<file path="config.mk">
export PLATFORM = sky130hd
export DESIGN_NAME = matrix_mult_host_flat
export DESIGN_NICKNAME = d
export VERILOG_FILES = /design/src/rtl/matrix_mult_host_if.sv /design/src/rtl/matrix_mult_host.sv /design/src/flat_wrapper.sv
export SDC_FILE = /design/constraint.sdc
export NUM_CORES = 1
export LEC_CHECK = 0
export ABC_CLOCK_PERIOD_IN_PS = 2400
export CAP_MARGIN = 10
export CORE_MARGIN = 2
export CORE_UTILIZATION = 50
export DETAILED_ROUTE_END_ITERATION = 8
export HOLD_SLACK_MARGIN = 0.05
export PLACE_DENSITY = 0.81
export RECOVER_POWER = 100
export SKIP_CTS_REPAIR_TIMING = 1
export SLEW_MARGIN = 10
export SYNTH_ARGS = -nofsm -noshare
export SYNTH_HDL_FRONTEND = slang
export SYNTH_SLANG_ARGS = --single-unit
</file>
<file path="constraint.sdc">
create_clock -name Clock -period 2.4 [get_ports Clock]
set_input_delay 0.36 -clock Clock [delete_from_list [all_inputs] [get_ports Clock]]
set_output_delay 0.36 -clock Clock [all_outputs]
set_load 0.005 [all_outputs]
</file>
<file path="src/rtl/matrix_mult_host_if.sv">
// Byte-stream, result-stream and multiplier-side signals of matrix_mult_host.
interface matrix_mult_host_if;
    logic [7:0]  in_data;
    logic        in_valid;
    logic        in_ready;
    logic [7:0]  out_data;
    logic        out_valid;
    logic        out_ready;
    logic        out_last;
    logic        busy;
    logic        timeout_err;
    logic [71:0] mm_A;
    logic [71:0] mm_B;
    logic        mm_reset;
    logic        mm_enable;
    logic [71:0] mm_C;
    logic        mm_done;

    modport master (
        input  in_data, in_valid, out_ready, mm_C, mm_done,
        output in_ready, out_data, out_valid, out_last, busy, timeout_err,
               mm_A, mm_B, mm_reset, mm_enable
    );

    modport slave (
        output in_data, in_valid, out_ready, mm_C, mm_done,
        input  in_ready, out_data, out_valid, out_last, busy, timeout_err,
               mm_A, mm_B, mm_reset, mm_enable
    );
endinterface

</file>
<file path="src/rtl/matrix_mult_host.sv">
// Loads two 3x3 byte matrices from a stream, runs an external multiplier, streams the 9 result bytes.
// Latency: one MRST cycle after byte 17, RUN until mm_done (abort after TIMEOUT cycles), then DRAIN.
// Backpressure: in_ready low outside IDLE/LOAD; DRAIN holds out_data/out_last while out_ready is low.
module matrix_mult_host #(
    parameter int TIMEOUT = 64
) (
    input  logic               Clock,
    input  logic               reset_n,
    matrix_mult_host_if.master bus
);
    localparam int RW = $clog2(TIMEOUT + 1);

    typedef enum logic [2:0] {IDLE, LOAD, MRST, RUN, DRAIN} state_t;

    state_t        state;
    state_t        state_nxt;
    logic [4:0]    byte_cnt;
    logic [3:0]    out_cnt;
    logic [RW-1:0] run_cnt;
    logic [71:0]   a_q;
    logic [71:0]   b_q;
    logic [71:0]   result_q;
    logic          timeout_q;
    logic          in_fire;
    logic          out_fire;
    logic          run_expired;
    logic [7:0]    out_byte;

    assign bus.in_ready = (state == IDLE) || (state == LOAD);
    assign in_fire      = bus.in_valid && bus.in_ready;
    assign out_fire     = (state == DRAIN) && bus.out_ready;
    assign run_expired  = (run_cnt == RW'(TIMEOUT - 1));

    always_ff @(posedge Clock or negedge reset_n) begin
        if (!reset_n) begin
            state <= IDLE;
        end else begin
            state <= state_nxt;
        end
    end

    always_comb begin
        state_nxt = state;
        case (state)
            IDLE:    if (in_fire) state_nxt = LOAD;
            LOAD:    if (in_fire && byte_cnt == 5'd17) state_nxt = MRST;
            MRST:    state_nxt = RUN;
            RUN: begin
                if (bus.mm_done)      state_nxt = DRAIN;
                else if (run_expired) state_nxt = IDLE;
            end
            DRAIN:   if (out_fire && out_cnt == 4'd8) state_nxt = IDLE;
            default: state_nxt = IDLE;
        endcase
    end

    always_ff @(posedge Clock or negedge reset_n) begin
        if (!reset_n) begin
            byte_cnt  <= '0;
            out_cnt   <= '0;
            run_cnt   <= '0;
            a_q       <= '0;
            b_q       <= '0;
            result_q  <= '0;
            timeout_q <= 1'b0;
        end else begin
            if (in_fire) begin
                timeout_q <= 1'b0;
                byte_cnt  <= (byte_cnt == 5'd17) ? 5'd0 : byte_cnt + 5'd1;
                for (int i = 0; i < 9; i++) begin
                    if (byte_cnt == 5'(i))     a_q[i*8 +: 8] <= bus.in_data;
                    if (byte_cnt == 5'(i + 9)) b_q[i*8 +: 8] <= bus.in_data;
                end
            end

            // Counter sits at zero outside RUN so every RUN entry starts a fresh window.
            if (state != RUN) begin
                run_cnt <= '0;
            end else if (!bus.mm_done) begin
                run_cnt <= run_cnt + RW'(1);
            end

            if (state == RUN && bus.mm_done) begin
                result_q <= bus.mm_C;
                out_cnt  <= '0;
            end else if (state == RUN && run_expired) begin
                timeout_q <= 1'b1;
            end

            if (out_fire) begin
                out_cnt <= (out_cnt == 4'd8) ? 4'd0 : out_cnt + 4'd1;
            end
        end
    end

    always_comb begin
        out_byte = 8'h00;
        for (int n = 0; n < 9; n++) begin
            if (out_cnt == 4'(n)) out_byte = result_q[n*8 +: 8];
        end
    end

    assign bus.out_data    = (state == DRAIN) ? out_byte : 8'h00;
    assign bus.out_valid   = (state == DRAIN);
    assign bus.out_last    = (state == DRAIN) && (out_cnt == 4'd8);
    assign bus.busy        = (state != IDLE);
    assign bus.timeout_err = timeout_q;
    assign bus.mm_A        = a_q;
    assign bus.mm_B        = b_q;
    assign bus.mm_reset    = (state == MRST);
    assign bus.mm_enable   = (state == RUN);
endmodule

</file>
<file path="src/flat_wrapper.sv">
// flat-port wrapper written by rule: the top's interface ports become plain ports
module matrix_mult_host_flat 
#(
    parameter int TIMEOUT = 64
)
  (Clock, reset_n, bus_in_data, bus_in_valid, bus_out_ready, bus_mm_C, bus_mm_done, bus_in_ready, bus_out_data, bus_out_valid, bus_out_last, bus_busy, bus_timeout_err, bus_mm_A, bus_mm_B, bus_mm_reset, bus_mm_enable);
  matrix_mult_host_if bus_i ();
  input  logic Clock;
  input  logic reset_n;
  input wire logic [$bits(bus_i.in_data)-1:0] bus_in_data;
  input wire logic [$bits(bus_i.in_valid)-1:0] bus_in_valid;
  input wire logic [$bits(bus_i.out_ready)-1:0] bus_out_ready;
  input wire logic [$bits(bus_i.mm_C)-1:0] bus_mm_C;
  input wire logic [$bits(bus_i.mm_done)-1:0] bus_mm_done;
  output wire logic [$bits(bus_i.in_ready)-1:0] bus_in_ready;
  output wire logic [$bits(bus_i.out_data)-1:0] bus_out_data;
  output wire logic [$bits(bus_i.out_valid)-1:0] bus_out_valid;
  output wire logic [$bits(bus_i.out_last)-1:0] bus_out_last;
  output wire logic [$bits(bus_i.busy)-1:0] bus_busy;
  output wire logic [$bits(bus_i.timeout_err)-1:0] bus_timeout_err;
  output wire logic [$bits(bus_i.mm_A)-1:0] bus_mm_A;
  output wire logic [$bits(bus_i.mm_B)-1:0] bus_mm_B;
  output wire logic [$bits(bus_i.mm_reset)-1:0] bus_mm_reset;
  output wire logic [$bits(bus_i.mm_enable)-1:0] bus_mm_enable;
  assign bus_i.in_data = bus_in_data;
  assign bus_i.in_valid = bus_in_valid;
  assign bus_i.out_ready = bus_out_ready;
  assign bus_i.mm_C = bus_mm_C;
  assign bus_i.mm_done = bus_mm_done;
  assign bus_in_ready = bus_i.in_ready;
  assign bus_out_data = bus_i.out_data;
  assign bus_out_valid = bus_i.out_valid;
  assign bus_out_last = bus_i.out_last;
  assign bus_busy = bus_i.busy;
  assign bus_timeout_err = bus_i.timeout_err;
  assign bus_mm_A = bus_i.mm_A;
  assign bus_mm_B = bus_i.mm_B;
  assign bus_mm_reset = bus_i.mm_reset;
  assign bus_mm_enable = bus_i.mm_enable;
  matrix_mult_host #(.TIMEOUT(TIMEOUT)) u_core (.Clock(Clock), .reset_n(reset_n), .bus(bus_i));
endmodule
</file>
==> impl_metrics.yaml, run 1 <==
clock_tree:
  clkSinkCount: 236
  cts.clk_slew.worst_paths_ns: 0.06
  cts_max_level: 1
  clock_path_buffers: 3
  cts-buffers-inserted: 25
  cts.root.buffer_cell: "clkbuf_16"
  clk_latency_ns: 0.53
  tritoncts: "yes"
drt:
  drt_iter0_drc: 398
  antenna_left: 0
  totalWireLength_mm: 28.56
  via_per_inst: 5.582
  drc: 0
  dr.pass1.iters: 5
  vias: 7122
  wire_per_inst_um: 22.38
finish:
  multi_input_area_mm2: 0.004084
  drive_above_1_share_pct: 35.61
  n_antenna_cell: 0
  regArea_mm2: 0.005907
  fill_cells: 1327
  nNetsFinal: 1089
  area_growth_pct: 39.30
timing:
  whs_ns: 0.4499
  fmax_ghz: 0.3755
  max-slew-margin-rel_pct: -17.79
  rsz0062_at_grt: "true"
  slew_violations: 67
  hold_violations: 0
  setup_viol: 9
  finClkSkew_ns: 0.007567
  min_period_ns: 2.663
  worst_slack_ns: -0.2629
  timing.final.crit_share_pct: 111.0
  worst_slew_pin_slew_ns: 1.767
global_routing:
  grtUsageTotal_pct: 26.58
  grt_pass1_wl_mm: 44.29
  antenna_found_initial: 0
  grt_pass1_vias: 7557
  grt-ovfl-total: 0
  grt_max_degree: 70
critical_path:
  crit_path_max_fanout: 7
  cp.required_ns: 2.04
  cpMostUsedCell: "buf_4"
  crit_arrival_ns: 2.30
  rrSetupSlack_ns: 0.42
  rr_endpoint: "u_core.bus.mm_B[0]$_DFFE_PN0P_"
  end_kind: "output pin"
  worstSetupPathType: "flop to output pin"
  r2r_start: "u_core.state[1]$_DFFE_PN0P_"
  cp-start-kind: "flop"
  cpPeakStageDelay_ns: 0.41
  worst-r2r-cell-count: 5
  cpMaxStageDelayCell: "dfrtp_1"
  crit_path_cell_trace: "buf_4, ha_4, buf_4, nor2b_1, o21ai_0, a221oi_2, nor3_2, clkbuf_2"
floorplan:
  dieArea_mm2: 0.02131
  core_mm2: 0.01959
  ios: 244
  die_w_um: 146.0
  start_util_pct: 51.45
  chipHeight_um: 146.0
  num_rows: 51
logic_synthesis:
  synth_ff_type: "dfrtp_1"
  synth_cell_type_count: 54
  async_flop_share_pct: 100.0
  yosys.area.top_type: "dfrtp_1"
  synth.most_common_cell: "dfrtp_1"
  seq_area_frac_synth_pct: 58.60
  syn_nets: 811
  netlist_top_cells_count: "dfrtp_1, mux2_2, a21oi_1, clkbuf_1, inv_1"
  synth_top_area_share_pct: 58.60
  synth_warnings: 0
  ys_ff_latch: 236
  syn-cell-area_mm2: 0.01008
  synth_area_leaders: "dfrtp_1, mux2_2, ha_1"
  synth_area_per_cell_um2: 14.08
  netlist_instances: 716
  synth_edf_count: 0
run_status:
  status: "finished with violations"
  violations: "max-capacitance violations, max-slew violations, negative setup slack"
power:
  cellLeakagePower_nw: 6.268
  ir_drop_v: 0.0008348
  total_power_mw: 16.53
  power.density_mw_per_mm2: 1177
placed_design:
  post-dp-hpwl_mm: 19.43
  gp_congestion: 0.8983
  port_buffers: 243
job:
  maxCapViolCount: 1
min_path:
  min_path_type: "primary input to flop"
  hp-start: "bus_mm_C[43]"
  hold_depth: 2
  whs_endpoint: "u_core.result_q[43]$_DFFE_PN0P_"
==> kinds of logic (layout without fill, tap and decap cells) <==
kind of cell	count (synthesis)	count (layout)	synth area share, %
xor gates and xnor gates	6	6	0.5215
AOI/OAI and AO/OA	87	87	6.108
adders and majority gates	10	10	1.241
buffers and inverters	58	353	2.607
muxes	219	219	24.46
and+or+nand+nor	100	100	6.468
DFF	236	236	58.60
==> placed cells by master (no fill, tap or decap), drive strengths merged, types with 3 or more instances in the layout <==
master / count
xor2: 3
o221ai: 3
and3: 3
and3b: 3
clkdlybuf4s50: 234
xnor2: 3
nand3: 7
o31a: 5
or3: 5
nand4: 3
inv: 18
a22o: 5
o21ai: 14
nor3: 6
nor3b: 7
dfrtp: 236
ha: 10
nand2: 28
o21a: 5
clkinv: 3
nor2: 12
mux2: 218
o32ai: 5
buf: 46
a21oi: 22
o2bb2ai: 4
clkbuf: 49
and2: 6
a221oi: 13
nor2b: 9
a32o: 3
==> metal layers <==
layer | up-vias | share of wire (%) | track usage (%) | wire length, um
met4 | 0 | 4.8 | 11.26 | 1372
met5 | - | 0 | 0 | 0
met2 | 272 | 47 | 42.08 | 13290
li1 | 3134 | - | - | -
met3 | 80 | 7.8 | 7.618 | 2226
met1 | 3636 | 41 | 34.52 | 11680
==> final cells by class <==
type | count | area share [%]
Tap cell | 265 | 2.362
Timing Repair Buffer | 292 | 20.05
Inverter | 17 | 0.4545
Clock buffer | 38 | 5.374
Multi-Input combinational cell | 422 | 29.09
Clock inverter | 6 | 0.5971
Sequential cell | 236 | 42.07
==> stage by stage <==
stage               setup slack [ns]  setup TNS, ns  instance area (um2)  cells  util [%]
floorplan                     0.4087              0                10080    716         -
CTS                          -0.7880         -6.183                13880   1269     70.84
finish                       -0.2629         -1.758                14040   1276     71.67
global route                 -0.3188         -2.418                14040   1276     71.67
global placement             -0.1289        -0.8883                13040   1225     66.56
detailed placement           -0.2000         -1.386                13040   1225     66.56
==> where the power goes <==
group | internal [mW] | switching (mW)
registers | 5.55 | 1.04
logic | 3.80 | 2.22
clock network | 2.37 | 1.55
==> registers in the layout (all words and copies together) (netlist names) <==
register                count
u_core.bus.mm_A            72
u_core.bus.mm_B            72
u_core.result_q            72
u_core.run_cnt              7
u_core.byte_cnt             5
u_core.out_cnt              4
u_core.state                3
u_core.bus.timeout_err      1
==> worst max-delay path, delay by kind of cell, from the launching register on <==
family	cells	cell delay (ns)
simple gates	2	0.31
fa+ha+maj	1	0.18
flops	1	0.41
compound gates	2	0.42
buf+inv	3	0.46
==> how the worst max path moves through the flow <==
stage	start	endpoint	slack, ns	cells past startpoint
6_report	u_core.out_cnt[1]$_DFFE_PN0P_	bus_out_data[3]	-0.26	8
4_1_cts	u_core.out_cnt[0]$_DFFE_PN0P_	bus_out_data[1]	-0.79	8
3_5_place_dp	u_core.out_cnt[0]$_DFFE_PN0P_	bus_out_data[1]	-0.20	8
2_1_floorplan	u_core.out_cnt[0]$_DFFE_PN0P_	bus_out_data[4]	0.41	7
3_3_place_gp	u_core.out_cnt[0]$_DFFE_PN0P_	bus_out_data[1]	-0.13	8
5_1_grt	u_core.out_cnt[1]$_DFFE_PN0P_	bus_out_data[3]	-0.32	8
Power figures use the tool's default switching activity.
==> run 2, diff against run 1 <==
Settings changed: CORE_UTILIZATION 50 to 51, CTS_BUF_LIST from default to sky130_fd_sc_hd__clkbuf_8, PLACE_DENSITY 0.81 to 0.82.
==> run 2 against run 1 <==
The flow still finishes with violations (max-capacitance violations, max-slew violations, negative setup slack). Combinational power is 4.2% higher. Via count is 1.5% higher. Fmax is 4.5% lower. Sequential share of layout area is 0.48 points lower. Clock power is 5.9% lower. Routed wire length is 2.3% lower. Cell area is 1.1% higher. Highest routed layer unchanged.
==> impl_metrics.yaml, run 2 (synthesis results as in run 1) <==
timing:
  max-slew-margin-rel_pct: -19.22
  setup_viol: 8
  worst_slew_pin_slew_ns: 1.788
  rsz0062_at_grt: "true"
  slew_violations: 70
  whs_ns: 0.4289
  timing.final.crit_share_pct: 116.2
  setup_tns_ns: -2.590
  worst_slack_ns: -0.3886
  fmax_ghz: 0.3586
  min_period_ns: 2.789
  finClkSkew_ns: 0.02142
  hold_violations: 0
drt:
  totalWireLength_mm: 27.90
  antenna_left: 0
  drc: 0
  vias: 7228
  dr.pass1.iters: 4
  via_per_inst: 5.484
  wire_per_inst_um: 21.17
  drt_iter0_drc: 352
critical_path:
  cpPeakStageDelay_ns: 0.42
  cpMaxStageDelayCell: "dfrtp_1"
  crit_arrival_ns: 2.43
  cpMostUsedCell: "buf_4"
  cp.required_ns: 2.04
  crit_buf_inv: 4
  worstSetupPathType: "flop to output pin"
  cp-start-kind: "flop"
  crit_path_max_fanout: 4
  cpLargestDelayFamily: "compound AO/OA/AOI/OAI gates"
  end_kind: "output pin"
  crit_path_cell_trace: "buf_4, ha_4, nor2b_4, buf_6, buf_4, a221oi_2, o32ai_1, o21a_1, dlymetal6s2s_1"
placed_design:
  post-dp-hpwl_mm: 19.21
  placed_area_mm2: 0.01306
  port_buffers: 243
  gp_congestion: 0.9058
global_routing:
  grt_pass1_vias: 7570
  grt-ovfl-total: 0
  grtUsageTotal_pct: 26.19
  grt_max_degree: 70
  antenna_found_initial: 0
  grt_pass1_wl_mm: 41.57
finish:
  nNetsFinal: 1121
  post-route-util_pct: 73.19
  area_growth_pct: 40.87
  fin_area_mm2: 0.01420
  fill_cells: 1301
  final_cell_mix: "dfrtp_1, clkdlybuf4s50_1, mux2_2"
  n_antenna_cell: 0
  final_common_cell: "dfrtp_1"
  drive_above_1_share_pct: 37.80
clock_tree:
  cts.root.buffer_cell: "clkbuf_8"
  clk_latency_ns: 0.55
  tritoncts: "yes"
  clock_path_buffers: 3
  clkSinkCount: 236
  cts_max_level: 2
  cts.clk_slew.worst_paths_ns: 0.06
  cts-buffers-inserted: 39
floorplan:
  chipHeight_um: 144.6
  start_util_pct: 51.95
  ios: 244
  dieArea_mm2: 0.02090
  num_rows: 51
  core_mm2: 0.01940
  die_w_um: 144.6
power:
  power.density_mw_per_mm2: 1161
  ir_drop_v: 0.0007930
  p_int_mw: 11.57
  power_switching_mw: 4.911
  cellLeakagePower_nw: 6.430
  combPwrFrac_pct: 38.0
  switching_share_pct: 29.80
  clockPowerShare_pct: 22.4
  seqPwrFrac_pct: 39.6
  total_power_mw: 16.48
run_status:
  status: "finished with violations"
  violations: "max-capacitance violations, max-slew violations, negative setup slack"
min_path:
  min_path_type: "primary input to flop"
job:
  maxCapViolCount: 1
==> run 2: power by group through the flow <==
stage	logic (mW)	registers (mW)	clock network, mW
after floorplan	2.40	6.38	0
after global placement	5.68	6.45	0
after detailed placement	5.75	6.52	0
after CTS	5.82	6.47	3.76
after global routing	6.69	6.69	3.95
final	6.27	6.52	3.69
==> run 2: stage by stage <==
| stage | cells | setup WS (ns) |
|---|---|---|
| 2_1_floorplan | 716 | 0.4087 |
| 3_3_place_gp | 1228 | -0.09910 |
| 3_5_place_dp | 1228 | -0.1210 |
| 4_1_cts | 1296 | -0.7224 |
| 5_1_grt | 1318 | -0.5595 |
| 6_report | 1318 | -0.3886 |
==> run 2: worst paths after layout <==
kind                                                  from                         endpoint  slack [ns]  cells after the start
max                          u_core.out_cnt[0]$_DFFE_PN0P_                  bus_out_data[5]       -0.39                      9
min                                           bus_mm_C[52]  u_core.result_q[52]$_DFFE_PN0P_        0.43                      2
max reg2reg                    u_core.state[1]$_DFFE_PN0P_  u_core.result_q[18]$_DFFE_PN0P_        0.20                      4
min reg2reg                u_core.bus.mm_B[30]$_DFFE_PN0P_  u_core.bus.mm_B[30]$_DFFE_PN0P_        0.49                      1
max in group asynchronous                          reset_n  u_core.result_q[67]$_DFFE_PN0P_        0.33                      3
min in group asynchronous                          reset_n  u_core.result_q[12]$_DFFE_PN0P_        0.87                      2
==> run 2: cell type report <==
| cell class | count | area, um2 | area share [%] |
|---|---|---|---|
| Clock buffer | 49 | 674.4 | 4.750 |
| Inverter | 17 | 63.81 | 0.4495 |
| Clock inverter | 19 | 153.9 | 1.084 |
| Timing Repair Buffer | 309 | 2924 | 20.60 |
| Sequential cell | 236 | 5906 | 41.60 |
| Tap cell | 265 | 331.6 | 2.335 |
| Multi-Input combinational cell | 423 | 4144 | 29.19 |
==> run 2: routing by layer <==
layer	track usage, %	vias to the layer above	wire length [um]
li1	-	3203	-
met1	33.94	3696	11360
met2	41.13	262	13230
met3	8.179	67	2293
met4	10.78	0	1007
met5	0	-	0
==> run 3, diff against run 2 <==
Settings changed: CORE_UTILIZATION 51 to 55, DONT_BUFFER_PORTS from default to 1, PLACE_DENSITY 0.82 to 0.7.
==> run 3 against run 2 <==
The run ends with negative hold slack, negative setup slack left. Clock-buffer cell count did not move. Sequential power increased by 7.7%. Non-clock buffer count fell by 202. Via count is 10% lower. Clock skew fell by 0.0061 ns. Total power fell by 17%. Utilization is 5.6 points lower. Global-route usage decreased by 1.7 points. Register-to-register slack improved by 0.24 ns.
==> impl_metrics.yaml, run 3 (synthesis results as in run 1) <==
run_status:
  status: "finished with violations"
  violations: "negative hold slack, negative setup slack"
power:
  p_int_mw: 9.361
  cellLeakagePower_nw: 5.564
  power_switching_mw: 4.280
  ir_drop_v: 0.0007088
  clockPowerShare_pct: 25.6
  switching_share_pct: 31.37
  power.density_mw_per_mm2: 1123
  total_power_mw: 13.64
  combPwrFrac_pct: 23.0
  seqPwrFrac_pct: 51.5
global_routing:
  antenna_found_initial: 1
  grt_pass1_wl_mm: 37.36
  grtUsageTotal_pct: 24.51
  grt-ovfl-total: 0
  grt_max_degree: 237
  grt_pass1_vias: 6561
clock_tree:
  cts-buffers-inserted: 40
  cts_max_level: 2
  cts.clk_slew.worst_paths_ns: 0.06
  clkSinkCount: 236
  tritoncts: "yes"
  cts.root.buffer_cell: "clkbuf_8"
  clock_path_buffers: 3
  clk_latency_ns: 0.53
timing:
  timing.final.crit_share_pct: 109.3
  worst_slew_pin_slew_ns: 0.9771
  min_period_ns: 2.622
  finClkSkew_ns: 0.01532
  setup_viol: 8
  hold_violations: 236
  max-slew-margin-rel_pct: 34.64
  fmax_ghz: 0.3813
  rsz0062_at_grt: "true"
  whs_ns: -0.4749
  setup_tns_ns: -1.299
  worst_slack_ns: -0.2223
  slew_violations: 0
critical_path:
  crit_path_max_fanout: 6
  worstSetupPathType: "flop to output pin"
  crit_arrival_ns: 2.26
  cp-start-kind: "flop"
  end_kind: "output pin"
  cp.required_ns: 2.04
  rrSetupSlack_ns: 0.44
  cp-endpoint: "bus_out_data[5]"
  r2r_start: "u_core.byte_cnt[2]$_DFFE_PN0N_"
  rr_endpoint: "u_core.bus.mm_B[49]$_DFFE_PN0P_"
  worst-r2r-cell-count: 4
  cp-startpoint: "u_core.out_cnt[0]$_DFFE_PN0P_"
finish:
  final_cells: 1078
  final_cell_mix: "dfrtp_1, mux2_2, dlygate4sd3_1"
  final_common_cell: "dfrtp_1"
  area_growth_pct: 20.55
  drive_above_1_share_pct: 41.27
  nNetsFinal: 919
  fin_area_mm2: 0.01215
  fill_cells: 1284
placed_design:
  post-dp-hpwl_mm: 16.77
  port_buffers: 0
  gp_congestion: 0.9141
  post-place-cells: 918
  placed_area_mm2: 0.01027
floorplan:
  die_w_um: 139.4
  num_rows: 49
  start_util_pct: 56.11
  dieArea_mm2: 0.01942
  chipHeight_um: 139.4
  core_mm2: 0.01796
  ios: 244
job:
  maxCapViolCount: 0
drt:
  drc: 0
  vias: 6477
  via_per_inst: 6.008
  antenna_left: 0
  drt_iter0_drc: 402
  wire_per_inst_um: 23.66
  totalWireLength_mm: 25.50
  dr.pass1.iters: 5
min_path:
  min_path_type: "primary input to async pin"
[run 3: layout make-up]
type / instances / area (um2) / area share, %
Sequential cell: 236 / 5912 / 48.66
Multi-Input combinational cell: 422 / 4081 / 33.59
Timing Repair Buffer: 107 / 1020 / 8.393
Clock buffer: 49 / 674.4 / 5.551
Tap cell: 229 / 286.5 / 2.358
Clock inverter: 17 / 103.9 / 0.8548
Inverter: 17 / 68.82 / 0.5664
Antenna cell: 1 / 2.502 / 0.02060
[run 3: worst max-delay path, cell delays in order, from the launching register on]
cell	delay (ns)
dfrtp_2	0.45
inv_4	0.07
ha_4	0.18
and3b_2	0.27
buf_6	0.14
a22o_1	0.22
o31a_1	0.25
o21a_1	0.15
[run 3: through the flow]
stage	setup slack, ns	hold WS, ns	utilization (%)
after floorplan	0.4087	0.06441	-
after global placement	0.2145	0.06958	57.18
after detailed placement	0.1358	0.06928	57.18
after CTS	-0.4464	-0.4995	61.51
after global routing	-0.2805	-0.4990	67.63
final	-0.2223	-0.4749	67.63
[run 3: power by group through the flow]
stage	Sequential (mW)	Combinational (mW)	Clock, mW
after floorplan	6.38	2.40	0
after global placement	6.99	2.50	0
after detailed placement	7.02	2.67	0
after CTS	6.99	2.68	3.57
after global routing	7.19	3.40	3.76
final	7.02	3.13	3.49
[run 3: how the worst min path moves through the flow]
stage	startpoint	slack [ns]	cells past startpoint	to
after floorplan	reset_n	0.06	0	u_core.bus.mm_A[0]$_DFFE_PN0P_
after global placement	reset_n	0.07	0	u_core.result_q[28]$_DFFE_PN0P_
after detailed placement	reset_n	0.07	0	u_core.result_q[29]$_DFFE_PN0P_
after CTS	reset_n	-0.50	0	u_core.result_q[29]$_DFFE_PN0P_
after global routing	reset_n	-0.50	0	u_core.result_q[19]$_DFFE_PN0P_
final	reset_n	-0.47	0	u_core.result_q[29]$_DFFE_PN0P_
[run 3: metal layers]
layer  wire, um  vias up  track usage (%)
met5          0        -                0
met4        680        0            8.506
met2      12370      274            38.62
li1           -     2793                -
met1      10210     3350            31.28
met3       2238       60            9.429
